<file path="config.mk">
export PLATFORM = sky130hd
export DESIGN_NAME = branch_resolve_ctrl_flat
export DESIGN_NICKNAME = d
export VERILOG_FILES = /design/src/rtl/risc_v_32i.sv /design/src/rtl/branch_resolve_ctrl_if.sv /design/src/rtl/comparator.sv /design/src/rtl/branch_resolve_ctrl.sv /design/src/flat_wrapper.sv
export SDC_FILE = /design/constraint.sdc
export NUM_CORES = 1
export LEC_CHECK = 0
export CAP_MARGIN = 5
export CELL_PAD_IN_SITES_DETAIL_PLACEMENT = 2
export CELL_PAD_IN_SITES_GLOBAL_PLACEMENT = 2
export CORE_UTILIZATION = 31
export CTS_BUF_LIST = sky130_fd_sc_hd__clkbuf_8
export DETAILED_ROUTE_END_ITERATION = 8
export HOLD_SLACK_MARGIN = 0.08
export MAX_ROUTING_LAYER = met4
export PLACE_DENSITY = 0.89
export SLEW_MARGIN = 10
export SYNTH_ARGS = -nofsm -noshare
export SYNTH_HDL_FRONTEND = slang
export SYNTH_SLANG_ARGS = --single-unit
</file>
<file path="constraint.sdc">
create_clock -name clk -period 2.9 [get_ports clk]
set_input_delay 0.725 -clock clk [delete_from_list [all_inputs] [get_ports clk]]
set_output_delay 0.725 -clock clk [all_outputs]
set_load 0.005 [all_outputs]
</file>
<file path="src/rtl/risc_v_32i.sv">
// Shared RV32I definitions: datapath widths, branch selector encodings and
// the branch-resolution controller state and result types.
package risc_v_32i;

  localparam int unsigned REG_SIZE          = 32;
  localparam int unsigned BRANCH_SEL_LENGTH = 3;

  localparam logic [BRANCH_SEL_LENGTH-1:0] OP_BEQ      = BRANCH_SEL_LENGTH'(0);
  localparam logic [BRANCH_SEL_LENGTH-1:0] OP_BLT      = BRANCH_SEL_LENGTH'(1);
  localparam logic [BRANCH_SEL_LENGTH-1:0] OP_BGE      = BRANCH_SEL_LENGTH'(2);
  localparam logic [BRANCH_SEL_LENGTH-1:0] OP_BLTU     = BRANCH_SEL_LENGTH'(3);
  localparam logic [BRANCH_SEL_LENGTH-1:0] OP_BGEU     = BRANCH_SEL_LENGTH'(4);
  localparam logic [BRANCH_SEL_LENGTH-1:0] OP_BNE      = BRANCH_SEL_LENGTH'(5);
  localparam logic [BRANCH_SEL_LENGTH-1:0] OP_BUNKNOWN = BRANCH_SEL_LENGTH'(6);

  localparam logic [REG_SIZE-1:0] PC_STEP = REG_SIZE'(4);

  typedef enum logic [1:0] {
    BRC_IDLE,
    BRC_EVAL,
    BRC_RESP
  } brc_state_e;

  typedef struct packed {
    logic                taken;
    logic                redirect;
    logic                misalign;
    logic                illegal;
    logic [REG_SIZE-1:0] pc;
  } brc_result_t;

  // Anything at or above OP_BUNKNOWN is not a defined branch.
  function automatic logic sel_illegal(input logic [BRANCH_SEL_LENGTH-1:0] sel);
    return sel >= OP_BUNKNOWN;
  endfunction

endpackage

</file>
<file path="src/rtl/branch_resolve_ctrl_if.sv">
// Decode-side request and fetch/hazard-side response channels of the
// branch-resolution controller.
interface branch_resolve_ctrl_if;
  import risc_v_32i::*;

  logic                         in_valid;
  logic                         in_ready;
  logic [REG_SIZE-1:0]          in_pc;
  logic [REG_SIZE-1:0]          in_rs1;
  logic [REG_SIZE-1:0]          in_rs2;
  logic [REG_SIZE-1:0]          in_imm;
  logic [BRANCH_SEL_LENGTH-1:0] in_sel;
  logic                         in_pred;

  logic                         out_valid;
  logic                         out_ready;
  logic                         out_taken;
  logic                         out_redirect;
  logic [REG_SIZE-1:0]          out_pc;
  logic                         out_misalign;
  logic                         out_illegal;

  modport master (
    output in_valid, in_pc, in_rs1, in_rs2, in_imm, in_sel, in_pred, out_ready,
    input  in_ready, out_valid, out_taken, out_redirect, out_pc, out_misalign, out_illegal
  );

  modport slave (
    input  in_valid, in_pc, in_rs1, in_rs2, in_imm, in_sel, in_pred, out_ready,
    output in_ready, out_valid, out_taken, out_redirect, out_pc, out_misalign, out_illegal
  );

endinterface

</file>
<file path="src/rtl/comparator.sv">
// Shared EX-stage branch comparator; result is the branch condition.
module comparator
  import risc_v_32i::*;
(
  input  logic [REG_SIZE-1:0]          a,
  input  logic [REG_SIZE-1:0]          b,
  input  logic [BRANCH_SEL_LENGTH-1:0] sel,
  output logic                         result
);

  always_comb begin
    result = 1'b0;
    case (sel)
      OP_BEQ:  result = (a == b);
      OP_BNE:  result = (a != b);
      OP_BLT:  result = ($signed(a) <  $signed(b));
      OP_BGE:  result = ($signed(a) >= $signed(b));
      OP_BLTU: result = (a <  b);
      OP_BGEU: result = (a >= b);
      default: result = 1'b0;
    endcase
  end

endmodule

</file>
<file path="src/rtl/branch_resolve_ctrl.sv">
// Resolves one conditional branch at a time through the shared comparator and
// hands taken/redirect/target back to fetch, with saturating perf counters.
module branch_resolve_ctrl
  import risc_v_32i::*;
#(
  parameter int unsigned CNT_W      = 32,
  parameter logic [1:0]  ALIGN_MASK = 2'b11
) (
  input  logic                  clk,
  input  logic                  rst_n,
  input  logic                  flush,
  branch_resolve_ctrl_if.slave  bus,
  output logic [CNT_W-1:0]      br_cnt,
  output logic [CNT_W-1:0]      mis_cnt
);

  brc_state_e                   state_q, state_d;
  logic                         capture, resolve, deliver;
  logic [REG_SIZE-1:0]          pc_q, rs1_q, rs2_q, imm_q;
  logic [BRANCH_SEL_LENGTH-1:0] sel_q;
  logic                         pred_q;
  logic                         cond;
  logic [REG_SIZE-1:0]          target;
  brc_result_t                  res_d, res_q;
  logic                         in_ready_q, out_valid_q;

  comparator u_cmp (
    .a      (rs1_q),
    .b      (rs2_q),
    .sel    (sel_q),
    .result (cond)
  );

  always_ff @(posedge clk or negedge rst_n) begin
    if (!rst_n) state_q <= BRC_IDLE;
    else        state_q <= state_d;
  end

  // Flush overrides every transition, including a same-edge handshake.
  always_comb begin
    state_d = state_q;
    capture = 1'b0;
    resolve = 1'b0;
    deliver = 1'b0;
    if (flush) begin
      state_d = BRC_IDLE;
    end else begin
      case (state_q)
        BRC_IDLE: if (bus.in_valid) begin
          capture = 1'b1;
          state_d = BRC_EVAL;
        end
        BRC_EVAL: begin
          resolve = 1'b1;
          state_d = BRC_RESP;
        end
        BRC_RESP: if (bus.out_ready) begin
          deliver = 1'b1;
          state_d = BRC_IDLE;
        end
        default: state_d = BRC_IDLE;
      endcase
    end
  end

  // Handshake flags are registered copies of the next-state decode.
  always_ff @(posedge clk or negedge rst_n) begin
    if (!rst_n) begin
      in_ready_q  <= 1'b1;
      out_valid_q <= 1'b0;
    end else begin
      in_ready_q  <= (state_d == BRC_IDLE);
      out_valid_q <= (state_d == BRC_RESP);
    end
  end

  always_ff @(posedge clk or negedge rst_n) begin
    if (!rst_n) begin
      pc_q   <= '0;
      rs1_q  <= '0;
      rs2_q  <= '0;
      imm_q  <= '0;
      sel_q  <= '0;
      pred_q <= 1'b0;
    end else if (capture) begin
      pc_q   <= bus.in_pc;
      rs1_q  <= bus.in_rs1;
      rs2_q  <= bus.in_rs2;
      imm_q  <= bus.in_imm;
      sel_q  <= bus.in_sel;
      pred_q <= bus.in_pred;
    end
  end

  assign target = pc_q + imm_q;

  // Misaligned targets are flagged but delivered raw; the trap is raised downstream.
  always_comb begin
    res_d.illegal  = sel_illegal(sel_q);
    res_d.taken    = cond && !res_d.illegal;
    res_d.redirect = res_d.taken != pred_q;
    res_d.misalign = res_d.taken && ((target[1:0] & ALIGN_MASK) != 2'b00);
    res_d.pc       = res_d.taken ? target : pc_q + PC_STEP;
  end

  always_ff @(posedge clk or negedge rst_n) begin
    if (!rst_n)       res_q <= '0;
    else if (resolve) res_q <= res_d;
  end

  always_ff @(posedge clk or negedge rst_n) begin
    if (!rst_n) begin
      br_cnt  <= '0;
      mis_cnt <= '0;
    end else if (deliver) begin
      if (br_cnt != '1)                    br_cnt  <= br_cnt + CNT_W'(1);
      if (res_q.redirect && mis_cnt != '1) mis_cnt <= mis_cnt + CNT_W'(1);
    end
  end

  assign bus.in_ready     = in_ready_q;
  assign bus.out_valid    = out_valid_q;
  assign bus.out_taken    = res_q.taken;
  assign bus.out_redirect = res_q.redirect;
  assign bus.out_pc       = res_q.pc;
  assign bus.out_misalign = res_q.misalign;
  assign bus.out_illegal  = res_q.illegal;

endmodule

</file>
<file path="src/flat_wrapper.sv">
// flat-port wrapper written by rule: the top's interface ports become plain ports
module branch_resolve_ctrl_flat import risc_v_32i::*;
#(
  parameter int unsigned CNT_W      = 32,
  parameter logic [1:0]  ALIGN_MASK = 2'b11
)
  (clk, rst_n, flush, br_cnt, mis_cnt, bus_in_valid, bus_in_pc, bus_in_rs1, bus_in_rs2, bus_in_imm, bus_in_sel, bus_in_pred, bus_out_ready, bus_in_ready, bus_out_valid, bus_out_taken, bus_out_redirect, bus_out_pc, bus_out_misalign, bus_out_illegal);
  branch_resolve_ctrl_if bus_i ();
  input  logic clk;
  input  logic rst_n;
  input  logic flush;
  output logic [CNT_W-1:0] br_cnt;
  output logic [CNT_W-1:0] mis_cnt;
  input wire logic [$bits(bus_i.in_valid)-1:0] bus_in_valid;
  input wire logic [$bits(bus_i.in_pc)-1:0] bus_in_pc;
  input wire logic [$bits(bus_i.in_rs1)-1:0] bus_in_rs1;
  input wire logic [$bits(bus_i.in_rs2)-1:0] bus_in_rs2;
  input wire logic [$bits(bus_i.in_imm)-1:0] bus_in_imm;
  input wire logic [$bits(bus_i.in_sel)-1:0] bus_in_sel;
  input wire logic [$bits(bus_i.in_pred)-1:0] bus_in_pred;
  input wire logic [$bits(bus_i.out_ready)-1:0] bus_out_ready;
  output wire logic [$bits(bus_i.in_ready)-1:0] bus_in_ready;
  output wire logic [$bits(bus_i.out_valid)-1:0] bus_out_valid;
  output wire logic [$bits(bus_i.out_taken)-1:0] bus_out_taken;
  output wire logic [$bits(bus_i.out_redirect)-1:0] bus_out_redirect;
  output wire logic [$bits(bus_i.out_pc)-1:0] bus_out_pc;
  output wire logic [$bits(bus_i.out_misalign)-1:0] bus_out_misalign;
  output wire logic [$bits(bus_i.out_illegal)-1:0] bus_out_illegal;
  assign bus_i.in_valid = bus_in_valid;
  assign bus_i.in_pc = bus_in_pc;
  assign bus_i.in_rs1 = bus_in_rs1;
  assign bus_i.in_rs2 = bus_in_rs2;
  assign bus_i.in_imm = bus_in_imm;
  assign bus_i.in_sel = bus_in_sel;
  assign bus_i.in_pred = bus_in_pred;
  assign bus_i.out_ready = bus_out_ready;
  assign bus_in_ready = bus_i.in_ready;
  assign bus_out_valid = bus_i.out_valid;
  assign bus_out_taken = bus_i.out_taken;
  assign bus_out_redirect = bus_i.out_redirect;
  assign bus_out_pc = bus_i.out_pc;
  assign bus_out_misalign = bus_i.out_misalign;
  assign bus_out_illegal = bus_i.out_illegal;
  branch_resolve_ctrl #(.CNT_W(CNT_W), .ALIGN_MASK(ALIGN_MASK)) u_core (.clk(clk), .rst_n(rst_n), .flush(flush), .bus(bus_i), .br_cnt(br_cnt), .mis_cnt(mis_cnt));
endmodule
</file>
==> impl_metrics.yaml <==
logic_synthesis:
  synth_common_cells: "235 x dfrtp_1, 135 x nand2_1, 102 x mux2_2"
  synth-simple-area-share_pct: 13.4
  syn_inst: 1155
  synth_top_family_by_area: "simple AND/OR/NAND/NOR gates"
  synthFlopType: "dfrtp_1"
  synth_compound_area_share_pct: 9.08
  syn_nets: 1359
  synthMuxAreaShare_pct: 11.7
  synth.distinct_cells: 63
  synth_top_area_cell: "dfrtp_1"
  syn_area_mm2: 0.0123
  yosysMostFrequentCell: "dfrtp_1"
  yosysWarnings: 0
  synth_area_leaders: "dfrtp_1 48%, mux2_2 9.3%, ha_1 6.7%"
  synthAdderAreaFrac_pct: 6.87
  async_flop_share_pct: 100
  ys_ff_latch: 236
  avgSynthCellArea_um2: 10.7
  yosys.area.top_type_share_pct: 47.7
  synth_edf_count: 0
  yosys.area_share.xor_xnor_pct: 8.46
  ys_seq_area_share_pct: 47.9
worst_setup_path:
  critPathSlowestCell: "dfrtp_1"
  critPathMaxStageDelay_ns: 0.42
  cp-start-kind: "flip-flop"
  cp_cell_sequence: "ha_4, nand4_1, nor4_4, buf_4, nand2_4, nor2_4, mux2_4, a221oi_4, nand3_2, buf_12, buf_12, mux2i_4, o21ai_2"
  required_ns: 3.42
  cp_max_fo: 7
  path_buf_inv: 3
  path_delay_family: "simple AND/OR/NAND/NOR gates"
  cpMostUsedCell: "buf_12"
  arrival_ns: 3.60
  critPathKind: "reg2reg"
  cp-end-kind: "flip-flop"
final_layout:
  multi_input_comb_area_mm2: 0.00632
  final_area_mm2: 0.0172
  fin_nets: 1701
  area.growth.synth_to_final_pct: 39.3
  fillers: 4053
  fin_cells: 2057
  regArea_mm2: 0.00591
  drive_above_1_share_pct: 19.8
clock_network:
  cts_tree: "built"
  clk_latency_ns: 0.62
  clk_pin_slew_ns: 0.06
  cts_buffers: 46
  clockRootBuffer: "clkbuf_8"
  clockBufferDepth: 3
  cts_num_sinks: 236
  htree_levels: 2
timing:
  clock.fmax_mhz: 324
  tightest_slew_ns: 0.654
  rsz0062_at_grt: "yes"
  drv_slew: 0
  clock_skew_ns: 0.0450
  relSlewSlack_pct: 56.2
  period_needed_ns: 3.08
  hold_viol: 0
  setup_tns_ns: -3.64
  fin_ws_ns: -0.183
  post-route-period-util_pct: 106
  finalSetupViolations: 35
flow_run:
  drv_cap: 0
floorplanning:
  die_x_um: 201
  rows: 72
  core-area_mm2: 0.0389
  die-area_mm2: 0.0405
  die_height_um: 201
  start_util_pct: 31.7
  ioPinCount: 239
pwr:
  power_mw: 13.0
  power.density_mw_per_mm2: 760
  peakVddDrop_uv: 290
  leakage_nw: 7.50
global_route:
  grt_overflow: 0
  grt_pass1_vias: 12139
  antenna_found_initial: 7
  grt.total_usage_pct: 22.4
  grt_pass1_wl_mm: 68.6
  grt_max_degree: 68
drt:
  drc: 0
  wl_mm: 44.3
  drt_pass1_iterations: 4
  drtIter0Drc: 281
  routedWlPerCell_um: 21.5
  vias: 10393
  via_per_inst: 5.05
  final_antenna_net_count: 0
placement:
  portBuffers: 238
  dpl-instance-area_mm2: 0.0158
  dp_hpwl_mm: 31.1
  routabilityCongestion: 0.846
  dp.cells: 1948
worst_hold_path:
  min_path_type: "reg2reg"
run_status:
  status: "finished, violations left"
  violations: "negative setup slack"
==> cell families (layout without fill, tap and decap cells) <==
kind of cell             after synthesis  after routing
AO/OA/AOI/OAI                        189            189
XOR/XNOR                             119            119
adder cells (fa/ha/maj)               67             67
buffers and inverters                 81            458
flip-flops                           236            236
multiplexers                         131            131
other                                  0              7
AND/OR/NAND/NOR                      332            332
==> power breakdown <==
| part | internal (mW) | switching, mW | total, mW |
|---|---|---|---|
| combinational | 2.73 | 2.61 | 5.33 |
| sequential | 3.95 | 0.547 | 4.49 |
| clock | 1.66 | 1.55 | 3.21 |
==> sequential cells by signal, summed over array words and instances (netlist names), 2 cells and up <==
signal and cells:
u_core.mis_cnt 32, u_core.bus.out_pc 32, u_core.rs2_q 32, u_core.br_cnt 32, u_core.pc_q 32, u_core.sel_q 3
u_core.state_q 2, u_core.rs1_q 32, u_core.imm_q 32
==> path summary, 6_finish.rpt <==
path / startpoint / endpoint / slack [ns] / depth (start not counted)
max: u_core.rs1_q[23] / u_core.bus.out_pc[15] / -0.18 / 13
min: u_core.bus.out_illegal / u_core.bus.out_illegal / 0.48 / 2
max reg2reg: u_core.rs1_q[23] / u_core.bus.out_pc[15] / -0.18 / 13
min reg2reg: u_core.bus.out_illegal / u_core.bus.out_illegal / 0.48 / 2
max in group asynchronous: rst_n / u_core.rs1_q[25] / 1.54 / 3
min in group asynchronous: rst_n / u_core.pc_q[12] / 0.66 / 2
==> cells in the final DEF, fill, tap and decap left out, drive strengths merged, types with 3 or more instances in the layout <==
cell,synthesis,layout
nor3,14,14
a21o,12,12
a211oi,6,6
nand4,26,26
or2,3,3
nor2,45,45
mux2i,29,29
nand2,135,135
clkinv,0,5
ha,66,66
o211ai,6,6
and3,16,16
mux2,102,102
nand3,51,51
diode,0,7
nor4,5,5
nor2b,4,4
or3,5,5
clkdlybuf4s50,0,237
xnor2,84,84
and2,5,5
and4,9,9
a21oi,42,42
clkbuf,29,53
dfrtp,235,235
inv,47,70
buf,5,90
o21ai,91,91
xor2,35,35
o21a,5,5
nand2b,3,3
nor3b,3,3
a31oi,3,3
o21bai,4,4
==> through the flow <==
stage                     hold slack [ns]  utilization (%)  setup WS [ns]
after floorplan                     0.429                -          0.236
after global placement              0.455             40.7         -0.316
after detailed placement            0.460             40.7         -0.478
after CTS                           0.501             43.7         -0.214
after global routing                0.517             44.1         -0.319
final                               0.484             44.1         -0.183
==> tightest hold or removal path: stages (launching register included) <==
cell and delay [ns]:
dfrtp_1 0.35, nand2_1 0.05, nand2_1 0.05
==> routing by layer <==
layer | track usage (%) | wire length (µm) | share of wire (%)
met5 | - | 0 | 0
met4 | 10.8 | 1810 | 4.1
met3 | 4.49 | 1820 | 4.1
met2 | 39.2 | 22900 | 52
met1 | 24.1 | 17800 | 40
==> area by class of cell <==
| class | count | share of cell area [%] |
|---|---|---|
| clock buffers | 53 | 4.25 |
| flip-flops and latches | 236 | 34.4 |
| clock inverters | 30 | 0.765 |
| multi-input cells | 838 | 36.8 |
| inverters | 47 | 1.03 |
| well taps | 518 | 3.78 |
| repair buffers | 328 | 18.8 |
| diodes | 7 | 0.102 |
==> timing repair <==
item / 4_1_cts / 5_1_grt
endpoints found under the hold margin: 49 / 0
hold buffers: 1 / 0
pin swaps: 15 / 13
resized for setup: 49 / 17
gates cloned: 2 / 0
buffers inserted: 9 / 7
setup endpoints to repair: 35 / 35
Power figures use the tool's default switching activity.
